===== config.mk =====
export PLATFORM = sky130hd
export DESIGN_NAME = sauria_mem_arbiter_flat
export DESIGN_NICKNAME = d
export VERILOG_FILES = /design/src/rtl/sauria_mem_arbiter_if.sv /design/src/rtl/sauria_mem_arbiter.sv /design/src/flat_wrapper.sv
export SDC_FILE = /design/constraint.sdc
export NUM_CORES = 1
export LEC_CHECK = 0
export CORE_ASPECT_RATIO = 0.6
export CORE_MARGIN = 5
export CORE_UTILIZATION = 33
export DETAILED_ROUTE_END_ITERATION = 7
export MAX_ROUTING_LAYER = met4
export PLACE_DENSITY_LB_ADDON = 0.08
export RECOVER_POWER = 25
export SLEW_MARGIN = 15
export SYNTH_ARGS = -nofsm -noshare
export SYNTH_HDL_FRONTEND = slang
export SYNTH_SLANG_ARGS = --single-unit

===== constraint.sdc =====
create_clock -name i_clk -period 1.7 [get_ports i_clk]
set_input_delay 0.17 -clock i_clk [delete_from_list [all_inputs] [get_ports i_clk]]
set_output_delay 0.17 -clock i_clk [all_outputs]
set_load 0.02 [all_outputs]

===== src/rtl/sauria_mem_arbiter_if.sv =====
// Request/response and target-side bundle for sauria_mem_arbiter.
// Ports (signal names follow the original flat port list):
//   i_req/i_we/i_addr/i_wdata   per-requester request (2 requesters)
//   o_gnt/o_rvalid/o_rdata/o_err responses back to the requesters
//   o_tgt_sel/we/addr/wdata     one-hot target strobe and payload
//   i_tgt_rdata                 per-target read data (CFG, SRAMA, SRAMB, SRAMC)
// modport slave is the arbiter side; modport master is the requester/target side.
interface sauria_mem_arbiter_if #(
  parameter int ADDR_W = 32,
  parameter int DATA_W = 32
);
  logic [1:0]          i_req;
  logic [1:0]          i_we;
  logic [2*ADDR_W-1:0] i_addr;
  logic [2*DATA_W-1:0] i_wdata;
  logic [1:0]          o_gnt;
  logic [1:0]          o_rvalid;
  logic [DATA_W-1:0]   o_rdata;
  logic                o_err;
  logic [3:0]          o_tgt_sel;
  logic                o_tgt_we;
  logic [15:0]         o_tgt_addr;
  logic [DATA_W-1:0]   o_tgt_wdata;
  logic [4*DATA_W-1:0] i_tgt_rdata;

  modport slave (
    input  i_req, i_we, i_addr, i_wdata, i_tgt_rdata,
    output o_gnt, o_rvalid, o_rdata, o_err,
    output o_tgt_sel, o_tgt_we, o_tgt_addr, o_tgt_wdata
  );

  modport master (
    output i_req, i_we, i_addr, i_wdata, i_tgt_rdata,
    input  o_gnt, o_rvalid, o_rdata, o_err,
    input  o_tgt_sel, o_tgt_we, o_tgt_addr, o_tgt_wdata
  );
endinterface


===== src/rtl/sauria_mem_arbiter.sv =====
// sauria_mem_arbiter: round-robin arbiter between the host config port (req 0)
// and the DMA engine (req 1) onto the CFG register file and SRAMA/B/C.
// One transaction in flight: IDLE -> ISSUE -> WAIT -> RESP -> IDLE.
// Ports:
//   i_clk   clock
//   i_rstn  synchronous active-low reset
//   bus     sauria_mem_arbiter_if.slave (requests, responses, target strobe)
// Parameters: ADDR_W/DATA_W widths, RD_LAT target read latency (>=1).
module sauria_mem_arbiter #(
  parameter int ADDR_W = 32,
  parameter int DATA_W = 32,
  parameter int RD_LAT = 1
) (
  input  logic                  i_clk,
  input  logic                  i_rstn,
  sauria_mem_arbiter_if.slave   bus
);

  localparam int CNT_W = (RD_LAT > 1) ? $clog2(RD_LAT) : 1;

  typedef enum logic [1:0] {IDLE, ISSUE, WAIT, RESP} state_t;

  state_t              state_q, state_d;
  logic                last_q;     // requester granted most recently
  logic                owner_q;
  logic                we_q;
  logic [19:0]         addr_q;     // only addr[19:0] takes part in decode/offset
  logic [DATA_W-1:0]   wdata_q;
  logic [DATA_W-1:0]   rdata_q;
  logic [CNT_W-1:0]    cnt_q;

  logic                win;
  logic [1:0]          gnt;
  logic [3:0]          dec_sel;
  logic [1:0]          dec_idx;
  logic                dec_err;

  // Arbitration: a lone requester wins; on contention the one not granted last.
  always_comb begin
    win = 1'b0;
    unique case (bus.i_req)
      2'b10:   win = 1'b1;
      2'b11:   win = ~last_q;
      default: win = 1'b0;
    endcase
  end

  // Grant is combinational in IDLE and held off while reset is asserted.
  assign gnt = (state_q == IDLE && i_rstn && |bus.i_req) ?
               (win ? 2'b10 : 2'b01) : 2'b00;

  // Address decode on the captured address; bits above 19 are ignored.
  always_comb begin
    dec_sel = '0;
    dec_idx = 2'd0;
    dec_err = 1'b0;
    if (addr_q[19:16] == 4'd0) begin
      if (addr_q[15:9] <= 7'd4) dec_sel = 4'b0001;
      else                      dec_err = 1'b1;
    end else if (addr_q[19:16] <= 4'd3) begin
      dec_idx = addr_q[17:16];
      dec_sel = 4'b0001 << addr_q[17:16];
    end else begin
      dec_err = 1'b1;
    end
  end

  always_comb begin
    state_d = state_q;
    unique case (state_q)
      IDLE:  if (|gnt) state_d = ISSUE;
      ISSUE: state_d = dec_err ? RESP : WAIT;
      WAIT:  if (cnt_q == '0) state_d = RESP;
      RESP:  state_d = IDLE;
      default: state_d = IDLE;
    endcase
  end

  always_ff @(posedge i_clk) begin
    if (!i_rstn) begin
      state_q <= IDLE;
      last_q  <= 1'b1;
      owner_q <= 1'b0;
      we_q    <= 1'b0;
      addr_q  <= '0;
      wdata_q <= '0;
      rdata_q <= '0;
      cnt_q   <= '0;
    end else begin
      state_q <= state_d;
      unique case (state_q)
        IDLE: if (|gnt) begin
          owner_q <= win;
          last_q  <= win;
          we_q    <= bus.i_we[win];
          addr_q  <= bus.i_addr[(win ? ADDR_W : 0) +: 20];
          wdata_q <= bus.i_wdata[(win ? DATA_W : 0) +: DATA_W];
          rdata_q <= '0;
        end
        ISSUE: cnt_q <= CNT_W'(RD_LAT - 1);
        WAIT: begin
          if (cnt_q == '0) begin
            // Writes wait the same latency but return zero data.
            rdata_q <= we_q ? '0 : bus.i_tgt_rdata[int'(dec_idx)*DATA_W +: DATA_W];
          end else begin
            cnt_q <= cnt_q - 1'b1;
          end
        end
        default: ;
      endcase
    end
  end

  wire strobe = (state_q == ISSUE) && !dec_err;
  wire resp   = (state_q == RESP);

  assign bus.o_gnt       = gnt;
  assign bus.o_tgt_sel   = strobe ? dec_sel : 4'b0000;
  assign bus.o_tgt_we    = strobe & we_q;
  assign bus.o_tgt_addr  = strobe ? addr_q[15:0] : 16'h0000;
  assign bus.o_tgt_wdata = strobe ? wdata_q : '0;
  assign bus.o_rvalid    = resp ? (owner_q ? 2'b10 : 2'b01) : 2'b00;
  assign bus.o_err       = resp & dec_err;
  assign bus.o_rdata     = resp ? rdata_q : '0;

endmodule

===== src/flat_wrapper.sv =====
// flat-port wrapper written by rule: the top's interface ports become plain ports
module sauria_mem_arbiter_flat 
#(
  parameter int ADDR_W = 32,
  parameter int DATA_W = 32,
  parameter int RD_LAT = 1
)
  (i_clk, i_rstn, bus_i_req, bus_i_we, bus_i_addr, bus_i_wdata, bus_i_tgt_rdata, bus_o_gnt, bus_o_rvalid, bus_o_rdata, bus_o_err, bus_o_tgt_sel, bus_o_tgt_we, bus_o_tgt_addr, bus_o_tgt_wdata);
  sauria_mem_arbiter_if #(.ADDR_W(ADDR_W), .DATA_W(DATA_W)) bus_i ();
  input  logic i_clk;
  input  logic i_rstn;
  input wire logic [$bits(bus_i.i_req)-1:0] bus_i_req;
  input wire logic [$bits(bus_i.i_we)-1:0] bus_i_we;
  input wire logic [$bits(bus_i.i_addr)-1:0] bus_i_addr;
  input wire logic [$bits(bus_i.i_wdata)-1:0] bus_i_wdata;
  input wire logic [$bits(bus_i.i_tgt_rdata)-1:0] bus_i_tgt_rdata;
  output wire logic [$bits(bus_i.o_gnt)-1:0] bus_o_gnt;
  output wire logic [$bits(bus_i.o_rvalid)-1:0] bus_o_rvalid;
  output wire logic [$bits(bus_i.o_rdata)-1:0] bus_o_rdata;
  output wire logic [$bits(bus_i.o_err)-1:0] bus_o_err;
  output wire logic [$bits(bus_i.o_tgt_sel)-1:0] bus_o_tgt_sel;
  output wire logic [$bits(bus_i.o_tgt_we)-1:0] bus_o_tgt_we;
  output wire logic [$bits(bus_i.o_tgt_addr)-1:0] bus_o_tgt_addr;
  output wire logic [$bits(bus_i.o_tgt_wdata)-1:0] bus_o_tgt_wdata;
  assign bus_i.i_req = bus_i_req;
  assign bus_i.i_we = bus_i_we;
  assign bus_i.i_addr = bus_i_addr;
  assign bus_i.i_wdata = bus_i_wdata;
  assign bus_i.i_tgt_rdata = bus_i_tgt_rdata;
  assign bus_o_gnt = bus_i.o_gnt;
  assign bus_o_rvalid = bus_i.o_rvalid;
  assign bus_o_rdata = bus_i.o_rdata;
  assign bus_o_err = bus_i.o_err;
  assign bus_o_tgt_sel = bus_i.o_tgt_sel;
  assign bus_o_tgt_we = bus_i.o_tgt_we;
  assign bus_o_tgt_addr = bus_i.o_tgt_addr;
  assign bus_o_tgt_wdata = bus_i.o_tgt_wdata;
  sauria_mem_arbiter #(.ADDR_W(ADDR_W), .DATA_W(DATA_W), .RD_LAT(RD_LAT)) u_core (.i_clk(i_clk), .i_rstn(i_rstn), .bus(bus_i));
endmodule

==> run_results.csv, run 1 <==
group,metric,value,unit
status,status,"finished, violations left",
status,violations,"negative setup slack",
timing,max_freq,436,MHz
setup_path,end_kind,"output pin",
worst_hold_path,holdCritStartpoint,"u_core.rdata_q[11]",
setup_path,cpPeakStageDelay,0.52,ns
worst_hold_path,hold_depth,2,
routing,dr.pass1.iters,7,
power_and_ir_drop,total_power,10300,uW
setup_path,startpoint_type,"register",
power_and_ir_drop,p_seq_share,25.7,%
global_route,track_usage,23.5,%
clock_network,cts_tree,"done",
placement,hpwl,15700,um
synth,synth-edff-count,0,
global_route,grt.overflow.total,0,
power_and_ir_drop,clkPwrFrac,20.3,%
clock_network,cts_buffers,9,
timing,tightest_slew,0.429,ns
floorplan,start_util,33.8,%
setup_path,r2r-start,"u_core.state_q[0]",
synth,syn_area_per_cell,8.07,sq um
global_route,grt_antenna_before_repair,1,
global_route,busiest_layer,"met2",
global_route,gr-usage-met2,38.5,%
floorplan,fp-row-count,35,
power_and_ir_drop,p_comb_share,54.0,%
setup_path,crit_chain,"or4_4 -> o21ai_2 -> and3_4 -> buf_12 -> buf_12 -> and3b_1 -> buf_6",
synth,async_flop_share,0,%
timing,timing.final.hold_violations,0,
timing,maxSlewViolCount,0,
routing,antenna_left,0,
synth,yosys_most_used_dff,"dfxtp_1",
clock_network,clock_path_buffers,2,
placement,portBuffers,327,
synth,syn_area,0.00521,sq mm
global_route,met3_usage,5.91,%
clock_network,clock_sinks,89,
synth,syn_nets,912,
floorplan,dieWidth,172,um
setup_path,crit_buf_inv,3,
timing,slew_headroom,71.4,%
floorplan,die_area,0.0185,sq mm
timing,period_share,135,%
finish,synthToLayoutAreaGrowth,95.3,%
setup_path,rrSetupSlack,-0.16,ns
synth,ys_ff_latch,89,
placement,gp_congestion,0.929,
setup_path,cp_max_fo,11,
setup_path,rr_worst_depth,9,
synth,ys_warn_count,0,
setup_path,crit_top_cell,"buf_12",
synth,seq_area_frac_synth,34.2,%
synth,synth_cells,645,
setup_path,critical_path_class,"reg -> out",
floorplan,ios,352,
setup_path,crit_required,1.53,ns
routing,vias,6449,
timing,setup_viol,139,
global_route,grt_util_met1,29.7,%
power_and_ir_drop,vdd_drop_max,0.651,mV
routing,wire_per_inst,20.7,um
power_and_ir_drop,power_density,1010,mW/mm^2
setup_path,timing.rr.end,"u_core.rdata_q[21]",
routing,drt_iter0_drc,546,
finish,finalNonFillerCells,1201,
finish,final_layout_size_suffix_gt1_share,30.3,%
setup_path,crit_slowest_cell,"or4_4",
power_and_ir_drop,p_leak,0.00419,uW
clock_network,cts-root-buf,"clkbuf_16",
worst_hold_path,holdCritPathClass,"reg -> reg",
synth,synth_cell_types,33,
finish,final_nets,1259,
global_route,grt_pass1_wl,33700,um
clock_network,insertion_delay,0.34,ns
routing,drc_errors,0,
power_and_ir_drop,internal_power,6520,uW
routing,wirelength,24900,um
placement,place_inst,1146,
timing,finClkSkew,0.0121,ns
routing,routed_via_density,5.37,
timing,min_period,2.29,ns
timing,rsz0062_at_grt,"true",
setup_path,cp.arrival,2.12,ns
setup_path,crit_family,"simple AND/OR/NAND/NOR gates",
clock_network,htreeDepth,3,
floorplan,coreArea,0.0154,sq mm
clock_network,clk_pin_slew,0.07,ns
worst_hold_path,worstHoldEndpoint,"u_core.rdata_q[11]",
power_and_ir_drop,swShare,36.7,%
global_route,first_global_vias,6349,
global_route,grt_max_degree,72,
floorplan,die_h,107,um
power_and_ir_drop,power.switching,3790,uW
setup_path,timing.critical_path.from,"u_core.addr_q[12]",
timing,setup_ws,-0.595,ns
run,maxCapViolations,0,
-- per-stage QoR --
stage | hold WS, ns | setup TNS, ns | instance area, sq um | setup slack (ns) | util [%]
floorplan | 0.360 | -0.503 | 5300 | -0.0203 | -
global placement | 0.427 | -38.24 | 8950 | -0.670 | 58.1
detailed placement | 0.434 | -43.43 | 8950 | -0.735 | 58.1
CTS | 0.445 | -30.37 | 9570 | -0.598 | 62.1
global route | 0.485 | -47.59 | 10200 | -0.653 | 66.0
finish | 0.456 | -36.90 | 10200 | -0.595 | 66.0
-- sequential cells by signal (all words and copies together), names as in the netlist --
register        flops
u_core.rdata_q     32
u_core.wdata_q     32
u_core.state_q      2
u_core.addr_q      20
u_core.we_q         1
u_core.owner_q      1
u_core.last_q       1
-- how the worst max path moves through the flow --
stage                               endpoint  slack, ns  cells past startpoint
after floorplan           bus_o_tgt_addr[12]      -0.02                      6
after global placement      bus_o_tgt_sel[2]      -0.67                      6
after detailed placement    bus_o_tgt_sel[2]      -0.73                      6
after CTS                 bus_o_tgt_wdata[8]      -0.60                      7
after global routing        bus_o_tgt_sel[2]      -0.65                      7
final                       bus_o_tgt_sel[2]      -0.59                      7
-- cell usage in the layout (no fill, tap or decap), types with 15 or more instances in the layout --
cell type and instances:
a21oi_1 35, a222oi_1 53, and2_1 33, and2_2 23
and2_4 27, buf_2 31, buf_4 36, buf_6 60
clkbuf_16 19, clkdlybuf4s50_1 237, dfxtp_1 86, mux2i_1 32
nand2_1 33, nand2_2 15, nand2_4 17, nor2_1 35
nor2b_1 56, nor3_1 32, o21ai_1 17, o21ai_2 17
o221ai_1 32
-- worst reg2reg max path, cell delays in order, from the launching register on --
cell and delay [ns]:
dfxtp_2 0.32, buf_6 0.13, inv_4 0.06, ha_4 0.18, or3b_1 0.46, a21boi_4 0.20
buf_6 0.14, clkbuf_16 0.18, nand2_2 0.05, o21ai_1 0.08
-- power by group through the flow --
| stage | registers, uW | clock network, uW | logic [uW] |
|---|---|---|---|
| after floorplan | 2590 | 0 | 2180 |
| after detailed placement | 2640 | 0 | 3830 |
| after global placement | 2630 | 0 | 3730 |
| final | 2650 | 2090 | 5570 |
| after CTS | 2610 | 2130 | 4720 |
| after global routing | 2690 | 2230 | 5900 |
-- timing repair --
item                                    in CTS  in global routing
gates cloned                                 7                 14
endpoints found under the setup margin     126                138
hold buffers                                 0                  0
resized for setup                          491                126
buffers inserted                            14                  6
pin swaps                                   12                 83
-- Yosys cell counts (all sizes together), types with 5 or more instances --
master / instances / area (sq um)
dfxtp: 89 / 1780
and2: 83 / 519
nand2: 65 / 244
nor2b: 56 / 350
a222oi: 53 / 531
clkbuf: 49 / 188
a21oi: 38 / 198
nor2: 37 / 139
o21ai: 35 / 175
mux2i: 32 / 320
nor3: 32 / 160
o221ai: 32 / 280
buf: 18 / 116
ha: 5 / 62.6
-- layout make-up --
| type | instances | area, sq um |
|---|---|---|
| well taps | 203 | 254 |
| clock inverters | 6 | 70.1 |
| flip-flops and latches | 89 | 1790 |
| inverters | 4 | 17.5 |
| diodes | 1 | 2.50 |
| repair buffers | 403 | 4250 |
| clock buffers | 10 | 239 |
| fillers | 1294 | 5250 |
| multi-input cells | 485 | 3550 |
-- per-layer routing --
metal / wire, um / part of all wire, %
met4: 392 / 1.6
met1: 10500 / 42
met3: 2650 / 11
met2: 11400 / 46
met5: 0 / 0
-- kinds of logic (layout without fill, tap and decap cells) --
kind of cell	Yosys count	after routing	synth area share (%)
AND/OR/NAND/NOR	286	286	28.9
AO/OA/AOI/OAI	162	162	23.4
flip-flops	89	89	34.2
buffers and inverters	71	423	6.13
multiplexers	32	32	6.15
adder cells (fa/ha/maj)	5	5	1.20
other	0	1	0
No activity file was read; power rests on OpenSTA's default activity.
==> run 2: changes to the inputs <==
--- a/config.mk
+++ b/config.mk
@@ -9,9 +9,11 @@
 export CORE_MARGIN = 5
 export CORE_UTILIZATION = 33
 export DETAILED_ROUTE_END_ITERATION = 7
+export GPL_ROUTABILITY_DRIVEN = 0
 export MAX_ROUTING_LAYER = met4
 export PLACE_DENSITY_LB_ADDON = 0.08
 export RECOVER_POWER = 25
+export REMOVE_ABC_BUFFERS = 1
 export SLEW_MARGIN = 15
 export SYNTH_ARGS = -nofsm -noshare
 export SYNTH_HDL_FRONTEND = slang
==> run 2 against run 1 <==
Compared with the run above: die area stayed put; clock power is 5% higher; the flow still finishes with violations (negative setup slack); critical path depth is 1 lower; sequential cell count stayed put; highest routed layer unchanged.
==> run_results.csv, run 2 (synthesized netlist as in run 1, its figures left out) <==
group,metric,value,unit
placement,place_inst,1148,
timing,setup_viol,167,
clock_network,insertion_delay,0.34,ns
clock_network,clock_sinks,89,
placement,portBuffers,327,
setup_path,cp.arrival,2.05,ns
clock_network,clk_pin_slew,0.07,ns
timing,rsz0062_at_grt,"true",
finish,mostFrequentLayoutCells,"236 x clkdlybuf4s50_1, 111 x buf_6, 85 x dfxtp_1, 55 x and2_4, 55 x nor2b_1",
routing,antenna_left,0,
floorplan,start_util,33.8,%
floorplan,die_area,0.0185,sq mm
placement,hpwl,15300,um
finish,reg.largest.list,"u_core.rdata_q: 32 flops, u_core.wdata_q: 32 flops, u_core.addr_q: 20 flops",
timing,tns,-39.85,ns
power_and_ir_drop,p_leak,0.00437,uW
power_and_ir_drop,clkPwrFrac,20.8,%
setup_path,end_kind,"output pin",
run,maxCapViolations,0,
setup_path,crit_family,"simple AND/OR/NAND/NOR gates",
finish,final_nets,1271,
clock_network,clock_path_buffers,2,
setup_path,critical_path_class,"reg -> out",
setup_path,cpPeakStageDelay,0.52,ns
finish,antenna_cells,0,
global_route,grt_pass1_wl,35700,um
status,violations,"negative setup slack",
floorplan,dieWidth,172,um
timing,tightest_slew,0.491,ns
setup_path,crit_buf_inv,2,
setup_path,startpoint_type,"register",
routing,drc_errors,0,
power_and_ir_drop,vdd_drop_max,0.641,mV
placement,post-place-ws,-0.653,ns
timing,setup_ws,-0.524,ns
floorplan,fp-row-count,35,
global_route,track_usage,24.9,%
power_and_ir_drop,swShare,36.0,%
setup_path,crit_required,1.53,ns
routing,dr.pass1.iters,6,
timing,period_share,131,%
global_route,grt_antenna_before_repair,0,
timing,hold-worst-slack,0.125,ns
timing,timing.final.hold_violations,0,
global_route,grt_max_degree,82,
floorplan,coreArea,0.0154,sq mm
finish,synthToLayoutAreaGrowth,105,%
routing,drt_iter0_drc,489,
worst_hold_path,holdCritPathClass,"in -> reg",
routing,routed_via_density,5.38,
clock_network,cts_buffers,9,
finish,finalNonFillerCells,1212,
timing,maxSlewViolCount,0,
clock_network,hold_buffers,0,
status,status,"finished, violations left",
clock_network,htreeDepth,3,
finish,final_layout_size_suffix_gt1_share,33.0,%
timing,slew_headroom,67.2,%
routing,vias,6526,
finish,fin_util,69.3,%
global_route,first_global_vias,6619,
power_and_ir_drop,power.switching,3800,uW
timing,max_freq,450,MHz
power_and_ir_drop,p_comb_share,53.9,%
finish,layout_commonest_cell,"clkdlybuf4s50_1",
routing,wire_per_inst,20.1,um
power_and_ir_drop,p_seq_share,25.4,%
routing,wirelength,24300,um
clock_network,cts-root-buf,"clkbuf_16",
power_and_ir_drop,power_density,986,mW/mm^2
floorplan,die_h,107,um
setup_path,cp_max_fo,20,
global_route,grt.overflow.total,0,
timing,finClkSkew,0.00953,ns
clock_network,cts_tree,"done",
power_and_ir_drop,internal_power,6740,uW
setup_path,crit_slowest_cell,"or4_4",
floorplan,ios,352,
setup_path,crit_chain,"or4_4 -> o21ai_2 -> and3_4 -> buf_12 -> and3b_1 -> buf_6",
timing,min_period,2.22,ns
## run 2: changes by cell type in the layout (fill, tap and decap cells not counted), sizes merged, moves of 2 or more
cell	change
clkbuf	-12
clkinv	+2
inv	-2
buf	+25
clkdlybuf4s15	-2
## run 2: timing repair
| item | CTS | global route |
|---|---|---|
| gates resized for setup | 567 | 206 |
| endpoints found under the setup margin | 177 | 177 |
| pin swaps | 87 | 40 |
| cloned | 16 | 4 |
| buffers inserted | 27 | 6 |
## run 2: worst paths after layout
check,start,to,slack [ns],cells after the start
worst max register to register,u_core.state_q[1],u_core.addr_q[17],-0.28,11
worst min-delay path,i_rstn,u_core.last_q,0.12,2
worst min register to register,u_core.rdata_q[18],u_core.rdata_q[18],0.46,2
worst max-delay path,u_core.addr_q[12],bus_o_tgt_sel[2],-0.52,6
## run 2: power by group through the flow
| stage | logic, uW | registers [uW] | clock network [uW] |
|---|---|---|---|
| 2_1_floorplan | 1730 | 2740 | 0 |
| 3_3_place_gp | 3620 | 2620 | 0 |
| 3_5_place_dp | 3710 | 2630 | 0 |
| 4_1_cts | 5160 | 2610 | 2240 |
| 5_1_grt | 6020 | 2700 | 2320 |
| 6_report | 5670 | 2670 | 2190 |
## run 2: layout make-up
| class | count | area (sq um) |
|---|---|---|
| clock buffers | 9 | 225 |
| clock inverters | 7 | 101 |
| fillers | 1217 | 4730 |
| inverters | 4 | 17.5 |
| multi-input cells | 485 | 3650 |
| flip-flops and latches | 89 | 1790 |
| well taps | 203 | 254 |
| repair buffers | 415 | 4650 |
## run 2: metrics by stage
| step | power [uW] | cell area (sq um) |
|---|---|---|
| CTS | 10000 | 10000 |
| detailed placement | 6340 | 8860 |
| global placement | 6240 | 8860 |
| finish | 10500 | 10700 |
| floorplan | 4470 | 4900 |
| global route | 11000 | 10700 |
## run 2: metal layers
metal	part of all wire (%)	track usage [%]	wire, um	vias to the layer above
li1	-	-	-	3099
met1	42	31.9	10200	3138
met2	49	41.2	12000	263
met3	7.2	4.29	1750	26
met4	1.6	6.17	380	0
met5	0	-	0	-
